## config.mk

```make
export PLATFORM = sky130hd
export DESIGN_NAME = decode_stage
export DESIGN_NICKNAME = d
export VERILOG_FILES = /design/src/rtl/decode_stage.sv
export SDC_FILE = /design/constraint.sdc
export NUM_CORES = 1
export LEC_CHECK = 0
export ABC_AREA = 1
export BUFFER_PORTS_ARGS = -buffer_cell sky130_fd_sc_hd__buf_2
export CAP_MARGIN = 20
export CORE_AREA = 2 2 162 116
export DETAILED_ROUTE_END_ITERATION = 10
export DIE_AREA = 0 0 164 118
export PLACE_DENSITY_LB_ADDON = 0.12
export SLEW_MARGIN = 20
export SYNTH_ARGS = -nofsm -noshare
export SYNTH_HDL_FRONTEND = slang
export SYNTH_SLANG_ARGS = --single-unit
```

## constraint.sdc

```tcl
create_clock -name CLK -period 2 [get_ports CLK]
set_input_delay 0.2 -clock CLK [delete_from_list [all_inputs] [get_ports CLK]]
set_output_delay 0.2 -clock CLK [all_outputs]
set_load 0.01 [all_outputs]
```

## src/rtl/decode_stage.sv

```systemverilog
// decode_stage: two-entry registered instruction-decode stage with valid/ready handshake,
// parametrised immediate extension, optional NOP dropping, flush and a delivered-instruction counter.
`default_nettype none

module decode_stage #(
  parameter int unsigned XLEN     = 32,
  parameter bit          IMM_SEXT = 1'b1,
  parameter bit          DROP_NOP = 1'b0,
  parameter int unsigned CNTW     = 16
) (
  input  logic            CLK,
  input  logic            RSTN,
  input  logic            in_valid,
  output logic            in_ready,
  input  logic [31:0]     in_instr,
  input  logic [XLEN-1:0] in_pc,
  input  logic            flush,
  output logic            out_valid,
  input  logic            out_ready,
  output logic [XLEN-1:0] out_pc,
  output logic [4:0]      opcode,
  output logic [4:0]      ra,
  output logic [4:0]      rb,
  output logic [4:0]      rc,
  output logic [4:0]      shamt,
  output logic            shsrc,
  output logic [2:0]      cond,
  output logic [XLEN-1:0] imm17,
  output logic [XLEN-1:0] imm22,
  output logic            is_nop,
  output logic [CNTW-1:0] instr_cnt
);

  typedef enum logic [1:0] {
    ST_EMPTY = 2'd0,
    ST_ONE   = 2'd1,
    ST_TWO   = 2'd2
  } state_e;

  state_e            state_q;
  logic [31:0]       main_instr_q;
  logic [XLEN-1:0]   main_pc_q;
  logic [31:0]       skid_instr_q;
  logic [XLEN-1:0]   skid_pc_q;
  logic [CNTW-1:0]   cnt_q;

  logic              push;
  logic              pop;
  logic              in_is_zero;

  // Handshake signals depend on registered state only, so in_ready never sees out_ready.
  always_comb begin
    in_ready   = (state_q != ST_TWO);
    out_valid  = (state_q != ST_EMPTY);
    in_is_zero = (in_instr == 32'd0);
    push       = in_valid & in_ready & ~(DROP_NOP & in_is_zero);
    pop        = out_valid & out_ready;
  end

  always_ff @(posedge CLK or negedge RSTN) begin
    if (!RSTN) begin
      state_q      <= ST_EMPTY;
      main_instr_q <= 32'd0;
      main_pc_q    <= '0;
      skid_instr_q <= 32'd0;
      skid_pc_q    <= '0;
      cnt_q        <= '0;
    end else begin
      // A pop coinciding with flush still counts as delivered.
      if (pop) begin
        cnt_q <= cnt_q + CNTW'(1);
      end
      if (flush) begin
        state_q <= ST_EMPTY;
      end else begin
        case (state_q)
          ST_EMPTY: begin
            if (push) begin
              main_instr_q <= in_instr;
              main_pc_q    <= in_pc;
              state_q      <= ST_ONE;
            end
          end
          ST_ONE: begin
            if (push && pop) begin
              main_instr_q <= in_instr;
              main_pc_q    <= in_pc;
            end else if (push) begin
              skid_instr_q <= in_instr;
              skid_pc_q    <= in_pc;
              state_q      <= ST_TWO;
            end else if (pop) begin
              state_q <= ST_EMPTY;
            end
          end
          ST_TWO: begin
            if (pop) begin
              main_instr_q <= skid_instr_q;
              main_pc_q    <= skid_pc_q;
              state_q      <= ST_ONE;
            end
          end
          default: begin
            state_q <= ST_EMPTY;
          end
        endcase
      end
    end
  end

  assign out_pc    = main_pc_q;
  assign opcode    = main_instr_q[31:27];
  assign ra        = main_instr_q[26:22];
  assign rb        = main_instr_q[21:17];
  assign rc        = main_instr_q[16:12];
  assign shamt     = main_instr_q[4:0];
  assign shsrc     = main_instr_q[5];
  assign cond      = main_instr_q[2:0];
  assign is_nop    = out_valid & (main_instr_q == 32'd0);
  assign instr_cnt = cnt_q;

  generate
    if (IMM_SEXT) begin : g_sext
      assign imm17 = {{(XLEN-17){main_instr_q[16]}}, main_instr_q[16:0]};
      assign imm22 = {{(XLEN-22){main_instr_q[21]}}, main_instr_q[21:0]};
    end else begin : g_zext
      assign imm17 = {{(XLEN-17){1'b0}}, main_instr_q[16:0]};
      assign imm22 = {{(XLEN-22){1'b0}}, main_instr_q[21:0]};
    end
  endgenerate

endmodule

`default_nettype wire

```

==> results of run 1 <==
## cell families (layout without fill, tap and decap cells)
| family | after synthesis | in the layout | share of synthesized area |
|---|---|---|---|
| simple gates | 344 | 344 | 0.191 |
| buf+inv | 206 | 361 | 0.150 |
| compound gates | 200 | 200 | 0.140 |
| flops | 146 | 146 | 0.508 |
| xor+xnor | 8 | 8 | 0.00975 |
| fa+ha+maj | 1 | 1 | 0.00174 |
## per-layer routing
metal	vias up	routed length (µm)	global-route usage
li1	3060	-	-
met1	2712	8680	0.273
met2	157	7240	0.267
met3	12	942	0.0370
met4	0	187	0.0609
met5	-	0	0
## per-stage QoR
stage	area (µm²)	hold slack [ps]	setup WS, ps	util	instances
after global placement	8050	191	373	0.452	1261
after detailed placement	8050	191	375	0.452	1261
after floorplan	7190	-95.6	653	-	905
after CTS	8680	26.1	42.2	0.488	1294
after global routing	8700	45.6	10.4	0.489	1296
final	8700	38.2	153	0.489	1296
## worst paths after layout
path	endpoint	slack, ps
max reg2reg	main_instr_q[6]	460
min in group asynchronous	main_instr_q[4]	300
max	is_nop	150
max in group asynchronous	main_instr_q[16]	1090
min	skid_instr_q[7]	40
min reg2reg	out_pc[31]	480
## cells in the mapped netlist (all sizes together)
library cell,number,area share
nand2,258,0.13
o21ai,163,0.11
dfrtp,146,0.51
inv,98,0.051
buf,94,0.091
nor2,63,0.036
a21oi,37,0.026
clkbuf,14,0.0078
nand4,8,0.0070
nand3,6,0.0042
xor2,5,0.0061
nand3b,4,0.0042
nor4,3,0.0026
xnor2,3,0.0037
nor3,2,0.0021
ha,1,0.0017
## area by class of cell
class                      count  area (µm²)
clock inverter                 9         128
clock buffer                  23         488
timing repair buffer         231        1290
tap                          236         295
fill                        1771        9100
inverter                      98         368
multi-input combinational    553        2480
sequential                   146        3660
## what timing repair did
action,in CTS,in global routing
hold buffers,1,0
setup buffers,0,2
endpoints found under the hold margin,44,0
gates resized for setup,2,2
setup endpoints to repair,1,1
## registers in the layout, summed over array words and instances, names as in the netlist
signal        cells
state_q           2
out_pc           32
skid_pc_q        32
instr_cnt        16
skid_instr_q     32
main_instr_q     32
## report_power, final
group	switching, mW	internal, mW
Clock	1.24	2.09
Combinational	1.42	0.964
Sequential	0.485	3.76
Total	3.14	6.81
## worst register-to-register path, cell delays in order, from the launching register on
cell and delay, ps:
dfrtp_1 390, inv_1 150, nor2_4 50, inv_2 60, o21ai_2 50, inv_2 280
nor2_8 70, buf_12 190, nand2_1 100, o21ai_0 80
==> impl_metrics.csv, run 1 <==
group,metric,value,unit
timing,period_minus_slack,1850,ps
clock_tree,cts.sink_count,146,
power,p_leak,4.71,nW
floorplan,initial_core_util,0.404,
yosys,synth_cell_types,25,
clock_tree,clkLatencyLatePin,420,ps
grt,grt_pass1_vias,5313,
grt,grt-ovfl-total,0,
floorplan,row_count,41,
yosys,synth_area,0.00719,mm²
critical_path,critPathArrivalTime,1650,ps
routing,ant_nets,0,
clock_tree,cts_tree,"built",
yosys,syn_inst,905,
timing,fin_worst_skew,9.63,ps
critical_path,crit_path_cell_trace,"inv_1, nand2_1, nand3_1, nor3_1, nand3_1, nor2_1, buf_2",
placed_design,routabilityCongestion,0.753,
timing,tightest_slew,489,ps
critical_path,crit_required,1800,ps
timing,fin_crit_sh,0.924,
finish,final_cell_mix,"nand2_1 (258), buf_2 (211), dfrtp_1 (144)",
critical_path,rr_worst_depth,9,
finish,drive_gt1_frac,0.256,
worst_hold_path,hold-path-cell-count,3,
timing,max_slew_margin,0.674,
clock_tree,cts_buffers,17,
routing,vias,5941,
clock_tree,cts_root_buf,"clkbuf_16",
yosys,synth-seq-area-share,0.508,
grt,grt_pass1_wl,27900,µm
clock_tree,path_clk_slew,60,ps
routing,detailedRoute.firstIterationViolations,369,
clock_tree,htree_levels,4,
placed_design,dp_hpwl,11600,µm
worst_hold_path,hold_start,"in_instr[7]",
power,powerDensity,1140,mW/mm²
yosys,synth_nets,975,
timing,drv_slew,0,
critical_path,r2r-start,"state_q[1]",
floorplan,die_w,164,µm
floorplan,io_pins,213,
critical_path,path_max_fanout,6,
finish,antenna_cells,0,
routing,wl_per_cell,13.2,µm
clock_tree,max-clock-path-buffers,2,
floorplan,die-height,118,µm
grt,grt_max_degree,72,
yosys,synth_seq_cells,146,
yosys,syn_avg_cell_area,7.94,µm²
critical_path,cp-end-kind,"output pin",
routing,drcViolationCount,0,
outcome,run_status,"finished, final reports clean",
critical_path,crit_type,"reg -> out",
floorplan,core_area,0.0178,mm²
finish,area_growth_syn_to_layout,21.1,%
timing,final-hold-violation-count,0,
grt,antenna_found_initial,0,
floorplan,die_area,0.0194,mm²
placed_design,portBuffers,212,
critical_path,critPathLaunch,"state_q[0]",
finish,layout.cells.most_common,"nand2_1",
grt,track_usage,0.184,
critical_path,cpPeakStageDelay,420,ps
timing,fmax,541,MHz
worst_hold_path,hp-class,"in -> reg",
critical_path,critPathLaunchType,"flip-flop",
power,ir_drop,0.465,mV
routing,vias_per_cell,4.58,
critical_path,cpMaxStageDelayCell,"dfrtp_2",
routing,dr.pass1.iters,6,
flow_run,maxCapViolations,0,
critical_path,cpMostUsedCell,"nand3_1",
critical_path,worst-path-buf-inv,2,
timing,rsz0062_at_grt,"false",
power,p_total,9.95,mW
timing,setup_viol,0,
finish,final_nets,1117,
routing,routed_wl,17000,µm
critical_path,path_depth,7,
critical_path,crit_family,"simple AND/OR/NAND/NOR gates",
timing,setup_tns,0,ps
yosys,yosys_warnings,0,
(Power assumes the default switching activity.)
==> run 2: changes to the inputs <==
- CORE_AREA: 2 2 162 116 -> 2 2 139 100
- DIE_AREA: 0 0 164 118 -> 0 0 141 102
==> run 2 against run 1 <==
  * Critical path depth decreased by 1
  * First-iteration DRC count decreased by 21%
  * Routed wire length decreased by 5.2%
  * Non-clock buffer count unchanged
==> impl_metrics.csv, run 2 (synthesized netlist as in run 1, its figures left out) <==
group,metric,value,unit
finish,layout.cells.most_common,"nand2_1",
timing,max_slew_margin,0.662,
finish,fin_area,0.00851,mm²
clock_tree,path_clk_slew,60,ps
flow_run,maxCapViolations,0,
floorplan,initial_core_util,0.552,
critical_path,critPathLaunchType,"flip-flop",
grt,grt_pass1_wl,26500,µm
timing,fin_ws,140,ps
timing,setup_tns,0,ps
routing,ant_nets,0,
finish,instances_no_fill,1224,
grt,grt_pass1_vias,5375,
routing,routed_wl,16200,µm
routing,detailedRoute.firstIterationViolations,290,
outcome,run_status,"finished, final reports clean",
finish,final_cell_mix,"nand2_1 (258), buf_2 (211), dfrtp_1 (145)",
grt,antenna_found_initial,2,
floorplan,die_area,0.0144,mm²
finish,final_nets,1117,
critical_path,path_max_fanout,4,
timing,tightest_slew,507,ps
placed_design,portBuffers,212,
power,powerDensity,1130,mW/mm²
floorplan,io_pins,213,
clock_tree,cts_root_buf,"clkbuf_16",
floorplan,die_w,141,µm
critical_path,cp-end-kind,"output pin",
clock_tree,cts.sink_count,146,
finish,antenna_cells,0,
grt,track_usage,0.235,
timing,drv_slew,0,
clock_tree,htree_levels,4,
floorplan,row_count,35,
routing,vias_per_cell,4.96,
placed_design,place_inst,1193,
clock_tree,post_cts_buffers,0,
timing,period_minus_slack,1860,ps
floorplan,core_area,0.0130,mm²
routing,dr.pass1.iters,5,
clock_tree,clkLatencyLatePin,410,ps
placed_design,dp_slack,379,ps
timing,fin_worst_skew,10.7,ps
critical_path,crit_required,1800,ps
grt,grt-ovfl-total,0,
clock_tree,cts_tree,"built",
routing,vias,6077,
timing,final-hold-violation-count,0,
routing,drcViolationCount,0,
power,ir_drop,0.660,mV
clock_tree,cts_buffers,17,
timing,setup_viol,0,
timing,fin_crit_sh,0.930,
placed_design,routabilityCongestion,0.797,
finish,area_growth_syn_to_layout,18.4,%
finish,finish.utilization,0.654,
placed_design,dpl_cell_area,0.00794,mm²
routing,wl_per_cell,13.2,µm
critical_path,critPathArrivalTime,1660,ps
clock_tree,max-clock-path-buffers,2,
finish,drive_gt1_frac,0.252,
critical_path,crit_type,"reg -> out",
timing,fmax,538,MHz
power,p_leak,4.66,nW
floorplan,die-height,102,µm
timing,rsz0062_at_grt,"false",
placed_design,dp_hpwl,11000,µm
worst_hold_path,hp-class,"in -> reg",
grt,grt_max_degree,94,
[run 2: report_power, final]
| group | total, mW | internal, mW | switching (mW) |
|---|---|---|---|
| Sequential | 4.24 | 3.76 | 0.479 |
| Clock | 3.00 | 1.80 | 1.20 |
| Combinational | 2.38 | 0.955 | 1.43 |
[run 2: critical path, cell delays in order, from the launching register on]
cell	delay, ps
dfrtp_1	400
inv_1	90
nand4_1	110
nor2_1	250
nand3_1	160
nor2_1	120
buf_2	130
[run 2: metrics by stage]
step / power, mW / hold WS [ps]
after floorplan: 5.94 / -95.6
after global placement: 6.61 / 193
after detailed placement: 6.69 / 190
after CTS: 9.71 / 36.4
after global routing: 10.2 / 48.7
final: 9.62 / 48.6
[run 2: worst paths after layout]
path	start	end	slack (ps)	cells past startpoint
min	in_pc[26]	skid_pc_q[26]	50	3
max in group asynchronous	RSTN	skid_pc_q[21]	1010	3
max reg2reg	state_q[1]	main_instr_q[16]	420	8
min in group asynchronous	RSTN	instr_cnt[13]	310	2
min reg2reg	out_pc[12]	out_pc[12]	480	2
max	main_instr_q[15]	is_nop	140	6
[run 2: final cells by class]
| cell class | count | area (µm²) |
|---|---|---|
| Fill cell | 1115 | 4500 |
| Sequential cell | 146 | 3650 |
| Multi-Input combinational cell | 553 | 2470 |
| Timing Repair Buffer | 231 | 1250 |
| Clock buffer | 22 | 474 |
| Inverter | 98 | 368 |
| Tap cell | 166 | 208 |
| Clock inverter | 8 | 80.1 |
[run 2: repair_timing]
item / CTS / global route
gates resized for setup: 0 / 1
hold endpoints to repair: 48 / 0
setup endpoints to repair: 0 / 1
hold buffers: 1 / 0
[run 2: per-layer routing]
layer / part of all wire / wire length (µm) / vias to the layer above / global-route usage
met5: 0.0017 / 27 / - / 0
met4: 0.011 / 170 / 4 / 0.0677
met3: 0.056 / 901 / 16 / 0.0478
met2: 0.44 / 7070 / 189 / 0.358
met1: 0.49 / 7990 / 2799 / 0.346
li1: - / - / 3069 / -
==> run 3: changes to the inputs <==
- BUFFER_PORTS_ARGS: -buffer_cell sky130_fd_sc_hd__buf_2 -> default
- CORE_AREA: 2 2 139 100 -> 2 2 134 97
- DIE_AREA: 0 0 141 102 -> 0 0 136 99
- DONT_BUFFER_PORTS: default -> 1
==> run 3 against run 2 <==
  * The flow now finishes with violations (negative hold slack)
  * Clock power is essentially flat
  * Flip-flop and latch count is the same
  * Largest power group unchanged
  * Setup slack lost 7.7 ps
  * Routed wire length grew 2.5%
  * Hold slack lost 580 ps
  * Clock-buffer cell count shrank 4
  * Critical path depth is the same
  * Fmax shrank 0.41%
  * Critical endpoint unchanged
==> impl_metrics.csv, run 3 (synthesized netlist as in run 1, its figures left out) <==
group,metric,value,unit
outcome,run_status,"finished with violations",
outcome,violations,"negative hold slack",
power,p_leak,3.98,nW
floorplan,die_w,136,µm
flow_run,maxCapViolations,0,
grt,grt_max_degree,147,
floorplan,io_pins,213,
power,seqPwrFrac,0.507,
routing,drcViolationCount,0,
floorplan,die_area,0.0135,mm²
timing,fmax,535,MHz
timing,tightest_slew,550,ps
clock_tree,htree_levels,4,
timing,fin_worst_skew,9.98,ps
critical_path,critPathLaunch,"state_q[0]",
power,comb_power_share,0.163,
finish,layout.cells.most_common,"nand2_1",
critical_path,critPathArrivalTime,1670,ps
floorplan,initial_core_util,0.591,
timing,final-hold-violation-count,146,
critical_path,cpPeakStageDelay,430,ps
power,p_int,6.05,mW
clock_tree,ctsHoldBuffers,64,
grt,antenna_found_initial,0,
routing,wl_per_cell,15.5,µm
finish,final_nets,963,
grt,grt_pass1_wl,27600,µm
timing,fin_crit_sh,0.934,
clock_tree,clkLatencyLatePin,420,ps
critical_path,critPathLaunchType,"flip-flop",
clock_tree,path_clk_slew,70,ps
power,power.net_switching,3.01,mW
clock_tree,cts_buffers,17,
critical_path,crit_family,"simple AND/OR/NAND/NOR gates",
routing,routed_wl,16600,µm
placed_design,dp_hpwl,10400,µm
timing,drv_slew,0,
routing,vias,5629,
clock_tree,cts_root_buf,"clkbuf_16",
routing,vias_per_cell,5.27,
clock_tree,cts_tree,"built",
power,ir_drop,0.790,mV
clock_tree,max-clock-path-buffers,2,
finish,drive_gt1_frac,0.0651,
power,pwr-share-clk,0.330,
grt,grt-ovfl-total,0,
timing,period_minus_slack,1870,ps
grt,grt_pass1_vias,5567,
floorplan,row_count,34,
placed_design,routabilityCongestion,0.838,
critical_path,cpMostUsedCell,"nand3_1",
critical_path,cp-end-kind,"output pin",
critical_path,cpMaxStageDelayCell,"dfrtp_2",
placed_design,portBuffers,0,
timing,max_slew_margin,0.636,
grt,track_usage,0.261,
timing,rsz0062_at_grt,"false",
critical_path,worst-path-buf-inv,1,
finish,nFillCells,1064,
routing,detailedRoute.firstIterationViolations,332,
critical_path,crit_type,"reg -> out",
routing,dr.pass1.iters,5,
finish,final_cell_mix,"nand2_1 (257), dfrtp_1 (143), o21ai_0 (134)",
critical_path,path_max_fanout,6,
floorplan,die-height,99,µm
clock_tree,cts.sink_count,146,
finish,area_growth_syn_to_layout,11.9,%
critical_path,crit_required,1800,ps
power,switching_share,0.332,
worst_hold_path,hp-class,"in -> async",
timing,setup_tns,0,ps
power,powerDensity,1130,mW/mm²
critical_path,r2r-start,"state_q[0]",
routing,ant_nets,0,
floorplan,core_area,0.0122,mm²
timing,timing.hold.ws,-533,ps
timing,setup_viol,0,
finish,antenna_cells,0,
critical_path,crit_path_cell_trace,"inv_1, nand2_2, nand3_1, nor3_1, nand3_1, nor2_2",
## run 3: path summary, 6_finish.rpt
path | end | slack (ps) | cells after the start
worst min register to register | skid_pc_q[8] | 480 | 2
worst max-delay path | is_nop | 130 | 6
worst min-delay path | instr_cnt[14] | -530 | 0
max in group asynchronous | main_instr_q[0] | 2250 | 0
worst max register to register | instr_cnt[10] | 350 | 7
min in group CLK | main_instr_q[26] | 10 | 4
## run 3: timing repair
item | 4_1_cts | 5_1_grt
setup endpoints to repair | 1 | 1
setup buffers | 0 | 0
endpoints found under the hold margin | 211 | 146
gates resized for setup | 2 | 3
## run 3: per-layer routing
layer | track usage | up-vias | wire length [µm]
met2 | 0.400 | 192 | 7430
met1 | 0.348 | 2662 | 7400
met3 | 0.0967 | 24 | 1510
met5 | 0 | - | 0
met4 | 0.0825 | 0 | 238
li1 | - | 2751 | -
## run 3: power by group through the flow
stage / sequential, mW / clock, mW / combinational [mW]
floorplan: 4.38 / 0 / 1.56
global placement: 4.60 / 0 / 1.29
detailed placement: 4.64 / 0 / 1.36
CTS: 4.59 / 3.02 / 1.47
global route: 4.71 / 3.17 / 1.73
finish: 4.59 / 2.99 / 1.47
## run 3: stage by stage
stage | instance area (µm²) | setup WS (ps) | utilization | power [mW] | std cells
floorplan | 7190 | 653 | - | 5.94 | 905
global placement | 6830 | 375 | 0.562 | 5.89 | 972
detailed placement | 6830 | 316 | 0.562 | 5.99 | 972
CTS | 8030 | 39.4 | 0.660 | 9.09 | 1068
global route | 8040 | 7.24 | 0.661 | 9.61 | 1068
finish | 8040 | 132 | 0.661 | 9.06 | 1068
## run 3: final cells by class
cell class	count	area [µm²]	share of cell area
sequential	146	3660	0.455
tap	162	203	0.0252
timing repair buffer	77	776	0.0965
multi-input combinational	553	2480	0.309
inverter	98	368	0.0458
clock inverter	14	115	0.0143
clock buffer	18	439	0.0546
